**src/rtl/keypad_scan.sv**
```systemverilog
`default_nettype none
// +--------------------------------------------------------------------------+
// | Module   : keypad_scan                                                   |
// | Purpose  : 4x4 active-low matrix keypad scanner. Drives one row low at   |
// |            a time, samples the columns through a 2-FF synchronizer,      |
// |            builds a 16-bit frame per full row sweep and debounces whole  |
// |            frames. Emits one key code per debounced single-key press.    |
// | Ports    : clk       - system clock                                      |
// |            rst       - synchronous reset, active-high                    |
// |            row[3:0]  - row drive, active-low, exactly one bit low        |
// |            col[3:0]  - column sense, active-low, asynchronous to clk     |
// |            key_code  - last accepted key, 4*row_index + col_index        |
// |            key_valid - one-cycle pulse when a new key is accepted        |
// |            key_down  - high while the accepted key is held               |
// | Revision : 1.0 - initial release                                         |
// +--------------------------------------------------------------------------+
module keypad_scan #(
  parameter int SCAN_DIV = 100000,  // clk cycles per row slot, >= 4
  parameter int DEBOUNCE = 3        // identical frames to accept, 1..15
) (
  input  logic       clk,
  input  logic       rst,
  output logic [3:0] row,
  input  logic [3:0] col,
  output logic [3:0] key_code,
  output logic       key_valid,
  output logic       key_down
);

  // ------------------------------------------------------------------------
  // Constants
  // ------------------------------------------------------------------------
  localparam int               c_DIV_W    = (SCAN_DIV > 1) ? $clog2(SCAN_DIV) : 1;
  localparam logic [c_DIV_W-1:0] c_DIV_LAST = c_DIV_W'(SCAN_DIV - 1);
  localparam logic [3:0]       c_DEB_MAX  = 4'(DEBOUNCE);

  // Candidate kind, upper two bits of a 6-bit candidate {kind, code}.
  // The code field is forced to zero for NONE and MULTI so that a plain
  // equality compare between candidates is meaningful.
  localparam logic [1:0] c_CAND_NONE   = 2'd0;
  localparam logic [1:0] c_CAND_SINGLE = 2'd1;
  localparam logic [1:0] c_CAND_MULTI  = 2'd2;

  localparam logic [0:0] c_ST_IDLE    = 1'b0;
  localparam logic [0:0] c_ST_PRESSED = 1'b1;

  // ------------------------------------------------------------------------
  // Column synchronizer
  // ------------------------------------------------------------------------
  logic [3:0] col_meta_q;
  logic [3:0] col_sync_q;

  always_ff @(posedge clk) begin
    if (rst) begin
      col_meta_q <= 4'b1111;
      col_sync_q <= 4'b1111;
    end else begin
      col_meta_q <= col;
      col_sync_q <= col_meta_q;
    end
  end

  // ------------------------------------------------------------------------
  // Row-slot divider
  // ------------------------------------------------------------------------
  logic [c_DIV_W-1:0] div_cnt_q;
  logic [c_DIV_W-1:0] div_cnt_d;
  logic               w_tick;

  assign w_tick = (div_cnt_q == c_DIV_LAST);

  always_comb begin
    div_cnt_d = div_cnt_q + c_DIV_W'(1);
    if (w_tick) begin
      div_cnt_d = '0;
    end
  end

  // ------------------------------------------------------------------------
  // Row scan
  // ------------------------------------------------------------------------
  logic [1:0] row_idx_q;
  logic [1:0] row_idx_d;
  logic [3:0] row_q;
  logic [3:0] row_d;

  always_comb begin
    row_idx_d = row_idx_q;
    row_d     = row_q;
    if (w_tick) begin
      row_idx_d = row_idx_q + 2'd1;
      row_d     = ~(4'b0001 << row_idx_d);
    end
  end

  // ------------------------------------------------------------------------
  // Frame buffer
  // Only rows 0..2 are stored: the row 3 sample is taken on the same tick
  // that closes the frame, so it is consumed straight from the synchronizer.
  // ------------------------------------------------------------------------
  logic [3:0] frame_q [0:2];

  always_ff @(posedge clk) begin
    if (rst) begin
      for (int i = 0; i < 3; i++) begin
        frame_q[i] <= 4'b1111;
      end
    end else if (w_tick) begin
      case (row_idx_q)
        2'd0:    frame_q[0] <= col_sync_q;
        2'd1:    frame_q[1] <= col_sync_q;
        2'd2:    frame_q[2] <= col_sync_q;
        default: ;
      endcase
    end
  end

  // Active-high pressed map, bit index = 4*row + col.
  logic [15:0] w_pressed;

  for (genvar gr = 0; gr < 4; gr++) begin : g_frame_row
    if (gr == 3) begin : g_live
      assign w_pressed[4*gr +: 4] = ~col_sync_q;
    end else begin : g_buf
      assign w_pressed[4*gr +: 4] = ~frame_q[gr];
    end
  end

  logic w_frame_end;
  assign w_frame_end = w_tick && (row_idx_q == 2'd3);

  // ------------------------------------------------------------------------
  // Frame candidate classification
  // ------------------------------------------------------------------------
  logic [4:0] w_press_cnt;
  logic [3:0] w_press_idx;
  logic [1:0] w_cand_kind;
  logic [5:0] w_cand;

  always_comb begin
    w_press_cnt = '0;
    w_press_idx = '0;
    for (int i = 0; i < 16; i++) begin
      if (w_pressed[i]) begin
        w_press_cnt = w_press_cnt + 5'd1;
        w_press_idx = 4'(i);
      end
    end

    if (w_press_cnt == 5'd0) begin
      w_cand_kind = c_CAND_NONE;
    end else if (w_press_cnt == 5'd1) begin
      w_cand_kind = c_CAND_SINGLE;
    end else begin
      w_cand_kind = c_CAND_MULTI;
    end

    w_cand = {w_cand_kind, (w_cand_kind == c_CAND_SINGLE) ? w_press_idx : 4'd0};
  end

  // ------------------------------------------------------------------------
  // Frame debounce
  // w_accept marks the frame-end cycle where the stable count reaches
  // DEBOUNCE; the debounced state then becomes the current candidate.
  // A saturated count that merely stays saturated is not a new acceptance.
  // ------------------------------------------------------------------------
  logic [5:0] prev_q;
  logic [5:0] prev_d;
  logic [3:0] stable_q;
  logic [3:0] stable_d;
  logic       w_accept;

  always_comb begin
    prev_d   = prev_q;
    stable_d = stable_q;
    w_accept = 1'b0;
    if (w_frame_end) begin
      if (w_cand == prev_q) begin
        if (stable_q < c_DEB_MAX) begin
          stable_d = stable_q + 4'd1;
        end
      end else begin
        prev_d   = w_cand;
        stable_d = 4'd1;
      end
      w_accept = (stable_d == c_DEB_MAX) &&
                 ((stable_q != c_DEB_MAX) || (w_cand != prev_q));
    end
  end

  logic w_acc_single;
  logic w_acc_none;

  assign w_acc_single = w_accept && (w_cand_kind == c_CAND_SINGLE);
  assign w_acc_none   = w_accept && (w_cand_kind == c_CAND_NONE);

  // ------------------------------------------------------------------------
  // Key FSM: state register
  // ------------------------------------------------------------------------
  logic [0:0] state_q;
  logic [0:0] state_d;
  logic [3:0] key_code_q;
  logic [3:0] key_code_d;
  logic       key_valid_q;
  logic       key_valid_d;
  logic       key_down_q;
  logic       key_down_d;

  always_ff @(posedge clk) begin
    if (rst) begin
      div_cnt_q   <= '0;
      row_idx_q   <= 2'd0;
      row_q       <= 4'b1110;
      prev_q      <= {c_CAND_NONE, 4'd0};
      stable_q    <= 4'd0;
      state_q     <= c_ST_IDLE;
      key_code_q  <= 4'd0;
      key_valid_q <= 1'b0;
      key_down_q  <= 1'b0;
    end else begin
      div_cnt_q   <= div_cnt_d;
      row_idx_q   <= row_idx_d;
      row_q       <= row_d;
      prev_q      <= prev_d;
      stable_q    <= stable_d;
      state_q     <= state_d;
      key_code_q  <= key_code_d;
      key_valid_q <= key_valid_d;
      key_down_q  <= key_down_d;
    end
  end

  // ------------------------------------------------------------------------
  // Key FSM: next state
  // Once a key is accepted, only a debounced NONE releases the FSM, so no
  // rollover to a second key is possible while anything is held.
  // ------------------------------------------------------------------------
  always_comb begin
    state_d = state_q;
    case (state_q)
      c_ST_IDLE: begin
        if (w_acc_single) begin
          state_d = c_ST_PRESSED;
        end
      end
      c_ST_PRESSED: begin
        if (w_acc_none) begin
          state_d = c_ST_IDLE;
        end
      end
      default: state_d = c_ST_IDLE;
    endcase
  end

  // ------------------------------------------------------------------------
  // Key FSM: outputs
  // key_valid_d is defaulted low every cycle, so the registered pulse can
  // never last more than one cycle.
  // ------------------------------------------------------------------------
  always_comb begin
    key_code_d  = key_code_q;
    key_valid_d = 1'b0;
    key_down_d  = key_down_q;
    case (state_q)
      c_ST_IDLE: begin
        if (w_acc_single) begin
          key_code_d  = w_press_idx;
          key_valid_d = 1'b1;
          key_down_d  = 1'b1;
        end
      end
      c_ST_PRESSED: begin
        if (w_acc_none) begin
          key_down_d = 1'b0;
        end
      end
      default: begin
        key_down_d = 1'b0;
      end
    endcase
  end

  assign row       = row_q;
  assign key_code  = key_code_q;
  assign key_valid = key_valid_q;
  assign key_down  = key_down_q;

endmodule
`default_nettype wire

```
**config.mk**
```make
export PLATFORM = sky130hd
export DESIGN_NAME = keypad_scan
export DESIGN_NICKNAME = d
export VERILOG_FILES = /design/src/rtl/keypad_scan.sv
export SDC_FILE = /design/constraint.sdc
export NUM_CORES = 1
export LEC_CHECK = 0
export BUFFER_PORTS_ARGS = -buffer_cell sky130_fd_sc_hd__buf_2
export CORE_MARGIN = 3
export CORE_UTILIZATION = 65
export CTS_BUF_LIST = sky130_fd_sc_hd__clkbuf_2 sky130_fd_sc_hd__clkbuf_4 sky130_fd_sc_hd__clkbuf_8
export DETAILED_ROUTE_END_ITERATION = 12
export PLACE_DENSITY = 0.85
export SETUP_SLACK_MARGIN = 0.15
export SKIP_CTS_REPAIR_TIMING = 1
export SYNTH_ARGS = -nofsm -noshare
export SYNTH_HDL_FRONTEND = slang
export SYNTH_SLANG_ARGS = --single-unit
```
**constraint.sdc**
```tcl
create_clock -name clk -period 21.8 [get_ports clk]
set_clock_uncertainty 0.15 [all_clocks]
set_input_delay 2.18 -clock clk [delete_from_list [all_inputs] [get_ports clk]]
set_output_delay 2.18 -clock clk [all_outputs]
set_load 0.01 [all_outputs]
```
After elaboration in Yosys (flattened, before gate mapping) --
Memories as Yosys holds them, arrays and structs flattened. Index checks and enable logic that the tools add are counted.
Cells by class: add/subtract/negate cells 18, multipliers 0, divide/modulo/power cells 0, order comparisons 1, eq/ne operators 12, shifts and indexed selects 1, mux-type cells 61, bitwise logic cells 10, reductions and logical operators 13
Operators with widths (number):
- two-way mux 4 bit | 21
- adder 5 x 1 -> 5 bit, second input constant | 15
- two-way mux 5 bit | 15
- two-way mux 1 bit | 21
- NOT 4 bit | 5
- adder 17 x 1 -> 17 bit, second input constant | 1
- equality test 17 bit, second input constant | 1
- equality test 6 bit | 1
- != test 6 bit | 1
- AND reduction 2 bit | 3
- equality test 5 x 1 -> 1 bit, second input constant | 1
- zero test 5 bit | 1
- adder 4 x 1 -> 4 bit, second input constant | 1
- equality test 2 x 1 -> 1 bit, second input constant | 2
- equality test 2 bit, second input constant | 2
- equality test 4 x 2 -> 1 bit, second input constant | 1
- logical AND 1 bit | 4
- zero test 2 bit | 2
- < comparator 4 x 2 -> 1 bit, second input constant | 1
- two-way mux 2 bit | 2
- != test 2 bit, second input constant | 2
- != test 4 x 2 -> 1 bit, second input constant | 1
- case mux 1 bit (2 select lines) | 2
- OR reduction 2 bit | 2
- 5 further kinds | 8
Word-level totals: register bits 48, bits in latches 0, memory bits (writable) 12, memory bits (read-only) 0, input port bits 6, output and inout port bits 10, logic and storage cells 128, memories kept 1
Memories:
- frame_q | depth 3, bits a word 4, read ports 3, clocked after Yosys merged registers in 0, write ports 3, line 101 | logic [3:0] frame_q [0:2];

Longest topological paths before layout --
Gate-level depths: netlist of run 1. An unclocked memory read counts as a cell.
word-level depth 47, depth in mapped cells 57, mapped depth without buffers 56

Worst setup path before layout of run 1 --
OpenSTA, ideal clock, no wires.
path kind register to register, start memory frame_q[0][1], end register key_code_q[3], in the netlist key_code[3], library setup time 0.121 ns, arrival 9.651 ns, required time 21.529 ns, setup slack 11.877 ns, stages on the path, launching flop included 56, path buffers 1, period minus slack after synthesis 9.923 ns, path through edfxtp_1 inv_1 ha_1 xnor2_1 ha_1 nand2b_1 nand2_1 ha_1 nor2_1 a31oi_1 ha_1 nand2b_1 o41ai_2 nor2_1 inv_1 ha_1 nor2_1 a21oi_1 [... 20 more ...] or2_2 ha_1 nor2b_1 a21o_1 ha_1 mux2i_1 inv_1 ha_1 or4b_1 o21ai_1 a31oi_1 nor2_2 nand2_2 a2111oi_2 or2_1 buf_6 nand4_4 mux2_4
RTL lines:
- start: declaration | line 101
- end signal: assignment | line 227 | key_code_q <= key_code_d;
- end: declaration | line 202 | logic [3:0] key_code_q;

==> metrics.txt, run 1 <==
# TYPE chip_impl_metric gauge
chip_impl_info{name="run_status",value="finished, final reports clean"} 1
chip_impl_info{name="start_kind",value="register"} 1
chip_impl_metric{name="final_nets",unit=""} 543
chip_impl_metric{name="synth_xor_area_frac",unit=""} 0.179
chip_impl_metric{name="drt_pass1_iterations",unit=""} 4
chip_impl_metric{name="power",unit="uW"} 220
chip_impl_metric{name="initial_core_util",unit=""} 0.674
chip_impl_metric{name="num_vias",unit=""} 3575
chip_impl_metric{name="floorplan.io_pins",unit=""} 16
chip_impl_metric{name="final_max_slew_viol_count",unit=""} 0
chip_impl_metric{name="detailedPlacementHpwl",unit="mm"} 6.57
chip_impl_metric{name="cts-buffers-inserted",unit=""} 9
chip_impl_metric{name="num_antenna_cells",unit=""} 0
chip_impl_info{name="cts_tree",value="done"} 1
chip_impl_metric{name="worst_slew_margin_rel",unit=""} 0.290
chip_impl_info{name="r2r-end",value="stable_q[0]"} 1
chip_impl_metric{name="cp_data_arrival_time",unit="ps"} 11400
chip_impl_metric{name="period_needed",unit="ps"} 11330
chip_impl_metric{name="grt_max_degree",unit=""} 29
chip_impl_info{name="critical_setup_path_kind",value="register to register"} 1
chip_impl_metric{name="floorplan.die_area",unit="um^2"} 8170
chip_impl_metric{name="fmax",unit="MHz"} 88.3
chip_impl_info{name="reg2reg_from",value="frame_q[0][1]"} 1
chip_impl_metric{name="syn_nets",unit=""} 538
chip_impl_metric{name="seq_area_frac_synth",unit=""} 0.285
chip_impl_info{name="cp-startpoint",value="frame_q[0][1]"} 1
chip_impl_metric{name="port_bufs",unit=""} 15
chip_impl_metric{name="tritoncts_num_sinks",unit=""} 60
chip_impl_metric{name="sequential_cell_area",unit="um^2"} 1320
chip_impl_info{name="rsz0062_at_grt",value="false"} 1
chip_impl_metric{name="power.leakage",unit="uW"} 0.00213
chip_impl_metric{name="drive_above_1_share",unit=""} 0.166
chip_impl_metric{name="synth_mux_area_frac",unit=""} 0.0351
chip_impl_metric{name="required_time_of_the_critical_path",unit="ps"} 21870
chip_impl_metric{name="post_synth.cell_area_avg",unit="um^2"} 9.10
chip_impl_metric{name="drc",unit=""} 0
chip_impl_metric{name="synth_enable_flop_cells",unit=""} 12
chip_impl_info{name="cp_capture_point",value="stable_q[0]"} 1
chip_impl_metric{name="grt_overflow",unit=""} 0
chip_impl_metric{name="die_outline_width",unit="um"} 90.4
chip_impl_metric{name="synthSimpleGateAreaFrac",unit=""} 0.234
chip_impl_metric{name="die_y_extent",unit="um"} 90.4
chip_impl_metric{name="gp_congestion",unit=""} 0.863
chip_impl_metric{name="antenna_violating_nets_post_route",unit=""} 0
chip_impl_metric{name="ctsHtreeMaxLevel",unit=""} 3
chip_impl_metric{name="synth-adder-area-share",unit=""} 0.0621
chip_impl_metric{name="route.final.wire_length",unit="mm"} 8.64
chip_impl_metric{name="critical-path-max-stage-delay",unit="ps"} 480
chip_impl_metric{name="maxCapViolCount",unit=""} 0
chip_impl_info{name="crit_family",value="adder cells"} 1
chip_impl_metric{name="maximum_fanout_count_along_the_critical_path",unit=""} 14
chip_impl_metric{name="clockBufferDepth",unit=""} 2
chip_impl_metric{name="synth_area",unit="um^2"} 4630
chip_impl_metric{name="synth_compound_gate_area_share",unit=""} 0.159
chip_impl_metric{name="grt_pass1_wl",unit="mm"} 15.6
chip_impl_info{name="synth_top_family_by_area",value="simple AND/OR/NAND/NOR gates"} 1
chip_impl_metric{name="worstMarginPinSlew",unit="ps"} 1060
chip_impl_metric{name="globalRouteTotalUtil",unit=""} 0.227
chip_impl_metric{name="filler_cell_count",unit=""} 556
chip_impl_metric{name="number_of_antenna_violations_at_the_first_check_in_global_routing",unit=""} 0
chip_impl_metric{name="period_share",unit=""} 0.520
chip_impl_metric{name="finalNonFillerCells",unit=""} 615
chip_impl_metric{name="yosysUniqueCellTypes",unit=""} 84
chip_impl_metric{name="worst_reg2reg_setup_slack",unit="ps"} 10470
chip_impl_metric{name="final_design_area_no_fill",unit="um^2"} 4890
chip_impl_info{name="synth_flop_cell",value="dfxtp_1"} 1
chip_impl_metric{name="vdd_ir_drop_max",unit="uV"} 62.1
chip_impl_info{name="crit_path_top_delay_cell",value="or4b_1"} 1
chip_impl_metric{name="postSynthRegisterBits",unit=""} 60
chip_impl_metric{name="setup-tns-final",unit="ps"} 0
chip_impl_metric{name="powerDensity",unit="nW/um^2"} 44.9
chip_impl_metric{name="first_global_vias",unit=""} 3541
chip_impl_metric{name="path_buf_inv",unit=""} 5
chip_impl_metric{name="ys.warnings.count",unit=""} 0
chip_impl_metric{name="instance_count_on_the_critical_path",unit=""} 54
chip_impl_info{name="worstHoldPathType",value="register to register"} 1
chip_impl_metric{name="syn_inst",unit=""} 509
chip_impl_info{name="layout_common_cells",value="51 x nand2_1, 48 x nor2_1, 48 x dfxtp_1"} 1
chip_impl_info{name="critPathMostFrequentCell",value="ha_1"} 1
chip_impl_metric{name="clk_pin_slew",unit="ps"} 60
chip_impl_metric{name="detailed_place.area",unit="um^2"} 4710
chip_impl_metric{name="final-hold-violation-count",unit=""} 0
chip_impl_metric{name="ys_async_sr_fraction",unit=""} 0
chip_impl_metric{name="multi_input_area",unit="um^2"} 3100
chip_impl_info{name="cts.root.buffer_cell",value="clkbuf_8"} 1
chip_impl_info{name="layout.cells.most_common",value="nand2_1"} 1
chip_impl_metric{name="synthToLayoutAreaGrowth",unit="%"} 5.56
chip_impl_metric{name="placementRows",unit=""} 30
chip_impl_metric{name="drt-initial-drc-count",unit=""} 110
chip_impl_metric{name="insertion_delay",unit="ps"} 330
chip_impl_metric{name="timing.final.ws_setup",unit="ps"} 10470
chip_impl_metric{name="placed_cells_incl_taps",unit=""} 599
chip_impl_metric{name="design.core.area",unit="um^2"} 6870
chip_impl_metric{name="worst_reg_to_reg_path_cell_count",unit=""} 54
chip_impl_metric{name="post-place-ws",unit="ps"} 10530
chip_impl_info{name="worstSetupEndpointType",value="register"} 1
chip_impl_metric{name="avgViaCountPerCell",unit=""} 5.81
chip_impl_metric{name="routed_wire_length_per_instance",unit="um"} 14.1
chip_impl_metric{name="setup_viol",unit=""} 0
==> through the flow <==
stage	hold WS (ps)	utilization
after global placement	241	0.686
final	258	0.712
after detailed placement	246	0.686
after CTS	260	0.712
after floorplan	239	-
after global routing	270	0.712
==> state kept, by name, summed over array words and instances, names as in the netlist <==
register and cells:
div_cnt_q 17, key_down 1, col_sync_q 4, col_meta_q 4
prev_q 6, key_code 4, key_valid 1, row 4
frame_q 12, row_idx_q 2, state_q 1, stable_q 4
==> metal layers <==
| metal | vias to the layer above | GRT usage | routed length (um) |
|---|---|---|---|
| met5 | - | 0 | 0 |
| met4 | 0 | 0.106 | 184 |
| met3 | 19 | 0.0383 | 266 |
| met2 | 65 | 0.381 | 4300 |
| met1 | 1680 | 0.286 | 3890 |
| li1 | 1811 | - | - |
==> how the worst min path moves through the flow <==
| stage | endpoint | cells past startpoint | slack [ps] | from |
|---|---|---|---|---|
| 4_1_cts | col_sync_q[1] | 1 | 260 | col_meta_q[1] |
| 5_1_grt | col_sync_q[3] | 1 | 270 | col_meta_q[3] |
| 6_report | col_sync_q[1] | 1 | 260 | col_meta_q[1] |
| 3_3_place_gp | col_sync_q[1] | 1 | 240 | col_meta_q[1] |
| 3_5_place_dp | col_sync_q[1] | 1 | 250 | col_meta_q[1] |
| 2_1_floorplan | col_sync_q[0] | 1 | 240 | col_meta_q[0] |
==> kinds of logic after synthesis <==
| group | Yosys count |
|---|---|
| simple gates | 203 |
| compound gates | 99 |
| xor+xnor | 65 |
| flops | 60 |
| buf+inv | 46 |
| fa+ha+maj | 23 |
| mux | 13 |
==> Yosys cell counts, types with 3 or more instances <==
cell,number,area share
a21o_1,3,0.0049
nor2_1,48,0.039
o21ai_1,6,0.0065
edfxtp_1,12,0.078
o211ai_1,4,0.0065
xor2_1,13,0.025
inv_1,23,0.019
buf_6,3,0.0073
nor4_1,3,0.0041
o2111ai_1,3,0.0057
xnor3_2,3,0.015
xnor2_1,31,0.059
nor3_1,7,0.0076
nand4_1,6,0.0081
o21ai_0,22,0.024
and3_1,5,0.0068
buf_4,3,0.0049
o22ai_1,3,0.0041
xnor3_1,5,0.024
nor2b_1,20,0.027
nand3b_1,3,0.0049
nand3_1,11,0.012
a21oi_1,12,0.013
a41o_1,6,0.013
mux2_4,4,0.013
nand2b_1,11,0.015
or2_2,10,0.014
nor3b_1,4,0.0065
mux2i_1,8,0.017
xnor2_2,7,0.025
a21oi_2,4,0.0076
ha_1,23,0.062
dfxtp_1,48,0.21
a31oi_1,10,0.014
clkbuf_1,12,0.0097
or3_1,5,0.0068
nand2_1,51,0.041
==> layout make-up <==
| cell class | instances | area share |
|---|---|---|
| Clock buffer | 14 | 0.0343 |
| Timing Repair Buffer | 15 | 0.0154 |
| Tap cell | 96 | 0.0246 |
| Clock inverter | 2 | 0.00205 |
| Multi-Input combinational cell | 403 | 0.634 |
| Inverter | 25 | 0.0197 |
| Sequential cell | 60 | 0.270 |
==> report_power, final <==
part	internal (uW)	total, uW	switching [uW]
combinational	5.32	16.3	11.0
sequential	114	115	1.19
clock	49.1	88.0	38.9
No activity file was read; power rests on OpenSTA's default activity.
==> run 2, diff against run 1 <==
--- a/config.mk
+++ b/config.mk
@@ -7,10 +7,10 @@
 export LEC_CHECK = 0
 export BUFFER_PORTS_ARGS = -buffer_cell sky130_fd_sc_hd__buf_2
 export CORE_MARGIN = 3
-export CORE_UTILIZATION = 65
+export CORE_UTILIZATION = 59
 export CTS_BUF_LIST = sky130_fd_sc_hd__clkbuf_2 sky130_fd_sc_hd__clkbuf_4 sky130_fd_sc_hd__clkbuf_8
 export DETAILED_ROUTE_END_ITERATION = 12
-export PLACE_DENSITY = 0.85
+export PLACE_DENSITY = 0.81
 export SETUP_SLACK_MARGIN = 0.15
 export SKIP_CTS_REPAIR_TIMING = 1
 export SYNTH_ARGS = -nofsm -noshare
==> constraint.sdc (replaced) <==
create_clock -name clk -period 10.1 [get_ports clk]
set_clock_uncertainty 0.15 [all_clocks]
set_input_delay 1.01 -clock clk [delete_from_list [all_inputs] [get_ports clk]]
set_output_delay 1.01 -clock clk [all_outputs]
set_load 0.01 [all_outputs]
==> metrics.txt, run 2 (same netlist as run 1, synthesis figures left out) <==
# TYPE chip_impl_metric gauge
chip_impl_info{name="run_status",value="complete, but fails checks"} 1
chip_impl_info{name="violated_checks",value="setup timing"} 1
chip_impl_info{name="cts_tree",value="done"} 1
chip_impl_metric{name="clk_pin_slew",unit="ps"} 60
chip_impl_metric{name="detailed_place.area",unit="um^2"} 4810
chip_impl_metric{name="post-place-ws",unit="ps"} -340
chip_impl_metric{name="required_time_of_the_critical_path",unit="ps"} 10170
chip_impl_metric{name="final-hold-violation-count",unit=""} 0
chip_impl_metric{name="fmax",unit="MHz"} 97.6
chip_impl_metric{name="drc",unit=""} 0
chip_impl_info{name="reg2reg_from",value="frame_q[0][1]"} 1
chip_impl_metric{name="initial_core_util",unit=""} 0.622
chip_impl_info{name="worstSetupEndpointType",value="register"} 1
chip_impl_metric{name="period_share",unit=""} 1.01
chip_impl_metric{name="num_antenna_cells",unit=""} 0
chip_impl_info{name="worstHoldEndpoint",value="col_sync_q[1]"} 1
chip_impl_metric{name="final_max_slew_viol_count",unit=""} 0
chip_impl_metric{name="worstMarginPinSlew",unit="ps"} 1040
chip_impl_metric{name="clockBufferDepth",unit=""} 2
chip_impl_metric{name="cp_data_arrival_time",unit="ps"} 10320
chip_impl_info{name="worstHoldPathType",value="register to register"} 1
chip_impl_info{name="crit_path_top_delay_cell",value="or4b_4"} 1
chip_impl_metric{name="placementRows",unit=""} 31
chip_impl_metric{name="insertion_delay",unit="ps"} 340
chip_impl_metric{name="gp_congestion",unit=""} 0.884
chip_impl_metric{name="antenna_violating_nets_post_route",unit=""} 0
chip_impl_metric{name="period_needed",unit="ps"} 10240
chip_impl_metric{name="worst_reg2reg_setup_slack",unit="ps"} -140
chip_impl_metric{name="num_vias",unit=""} 3853
chip_impl_metric{name="grt_overflow",unit=""} 0
chip_impl_metric{name="first_global_vias",unit=""} 3501
chip_impl_info{name="layout_common_cells",value="50 x nand2_1, 48 x dfxtp_1, 43 x nor2_1"} 1
chip_impl_info{name="critical_setup_path_kind",value="register to register"} 1
chip_impl_metric{name="timing.final.ws_setup",unit="ps"} -144
chip_impl_metric{name="design.core.area",unit="um^2"} 7450
chip_impl_metric{name="grt_pass1_wl",unit="mm"} 15.6
chip_impl_info{name="r2r-end",value="key_code[1]"} 1
chip_impl_metric{name="drive_above_1_share",unit=""} 0.288
chip_impl_metric{name="drt-initial-drc-count",unit=""} 161
chip_impl_info{name="start_kind",value="register"} 1
chip_impl_metric{name="power.leakage",unit="uW"} 0.00232
chip_impl_metric{name="largest_register_ff_count",unit=""} 17
chip_impl_metric{name="maxCapViolCount",unit=""} 0
chip_impl_metric{name="number_of_antenna_violations_at_the_first_check_in_global_routing",unit=""} 0
chip_impl_metric{name="drt_pass1_iterations",unit=""} 4
chip_impl_metric{name="min_path_cells",unit=""} 1
chip_impl_metric{name="tritoncts_num_sinks",unit=""} 60
chip_impl_metric{name="die_outline_width",unit="um"} 94.6
chip_impl_metric{name="port_bufs",unit=""} 15
chip_impl_metric{name="powerDensity",unit="nW/um^2"} 93.0
chip_impl_metric{name="floorplan.io_pins",unit=""} 16
chip_impl_metric{name="worst_reg_to_reg_path_cell_count",unit=""} 54
chip_impl_metric{name="globalRouteTotalUtil",unit=""} 0.216
chip_impl_metric{name="floorplan.die_area",unit="um^2"} 8950
chip_impl_metric{name="cts-buffers-inserted",unit=""} 9
chip_impl_metric{name="critical-path-max-stage-delay",unit="ps"} 520
chip_impl_info{name="top_register",value="div_cnt_q"} 1
chip_impl_metric{name="final_nets",unit=""} 576
chip_impl_metric{name="worst_slew_margin_rel",unit=""} 0.302
chip_impl_metric{name="detailedPlacementHpwl",unit="mm"} 6.72
chip_impl_metric{name="ctsHtreeMaxLevel",unit=""} 3
chip_impl_info{name="cts.root.buffer_cell",value="clkbuf_8"} 1
chip_impl_metric{name="routed_wire_length_per_instance",unit="um"} 15.7
chip_impl_info{name="layout.cells.most_common",value="nand2_1"} 1
chip_impl_metric{name="maximum_fanout_count_along_the_critical_path",unit=""} 5
chip_impl_info{name="min-delay-start",value="col_meta_q[1]"} 1
chip_impl_metric{name="route.final.wire_length",unit="mm"} 10.2
chip_impl_info{name="rsz0062_at_grt",value="true"} 1
chip_impl_metric{name="avgViaCountPerCell",unit=""} 5.92
chip_impl_metric{name="die_y_extent",unit="um"} 94.6
chip_impl_metric{name="synthToLayoutAreaGrowth",unit="%"} 18.1
chip_impl_info{name="layout_top_registers",value="div_cnt_q: 17 flops, frame_q: 12 flops, prev_q: 6 flops"} 1
chip_impl_metric{name="setup_viol",unit=""} 13
chip_impl_metric{name="vdd_ir_drop_max",unit="uV"} 127
chip_impl_metric{name="final_design_area_no_fill",unit="um^2"} 5470
chip_impl_metric{name="grt_max_degree",unit=""} 29
[run 2: changes by cell type in the layout (fill, tap and decap cells not counted), moves of 3 or more]
| cell | change |
|---|---|
| nor2b_4 | +4 |
| ha_4 | +7 |
| inv_2 | +3 |
| ha_1 | -8 |
| buf_4 | +29 |
| nor2b_1 | -5 |
| nor2_1 | -5 |
| nor2_4 | +3 |
| inv_1 | -3 |
| buf_6 | +4 |
| clkbuf_4 | -4 |
[run 2: how the worst max path moves through the flow]
stage	start	slack [ps]	cells after the start	to
detailed placement	frame_q[0][1]	-340	53	stable_q[0]
global route	frame_q[0][1]	-530	54	key_code[1]
floorplan	frame_q[0][1]	180	55	key_code[3]
CTS	frame_q[0][1]	-420	53	key_code[1]
global placement	frame_q[0][1]	40	54	key_code[3]
finish	frame_q[0][1]	-140	54	key_code[1]
[run 2: worst max-delay path: cells and delay by family, from the launching register on]
kind / cells / cell delay, ps
compound gates: 12 / 1440
xor+xnor: 1 / 180
fa+ha+maj: 14 / 3650
simple gates: 17 / 2750
mux: 5 / 1040
flops: 1 / 430
buf+inv: 5 / 480
[run 2: metal layers]
metal  track usage  vias to the layer above  share of wire
met1         0.275                     1851           0.43
li1              -                     1886              -
met2         0.369                       86           0.51
met3        0.0382                       30          0.037
met5             0                        -              0
met4        0.0757                        0          0.028
[run 2: report_power, final]
group / leakage, uW / switching (uW) / internal [uW] / total, uW
combinational: 0.00174 / 28.2 / 17.6 / 45.8
sequential: 0.000470 / 2.87 / 246 / 249
clock: 0.000109 / 88.3 / 125 / 214
total: 0.00232 / 119 / 389 / 509
[run 2: final cells by class]
type / count / area, um^2
clock inverters: 5 / 50.0
clock buffers: 11 / 151
repair buffers: 48 / 338
fillers: 523 / 1980
flip-flops and latches: 60 / 1320
inverters: 25 / 96.3
multi-input cells: 403 / 3390
well taps: 99 / 124
[run 2: per-stage QoR]
| stage | power [uW] | setup TNS (ps) | hold slack, ps | instances | util |
|---|---|---|---|---|---|
| after floorplan | 283 | 0 | 239 | 509 | - |
| after global placement | 289 | 0 | 241 | 614 | 0.645 |
| after detailed placement | 291 | -4870 | 243 | 614 | 0.645 |
| after CTS | 505 | -6260 | 257 | 630 | 0.672 |
| after global routing | 527 | -7760 | 265 | 651 | 0.735 |
| final | 509 | -1070 | 256 | 651 | 0.735 |
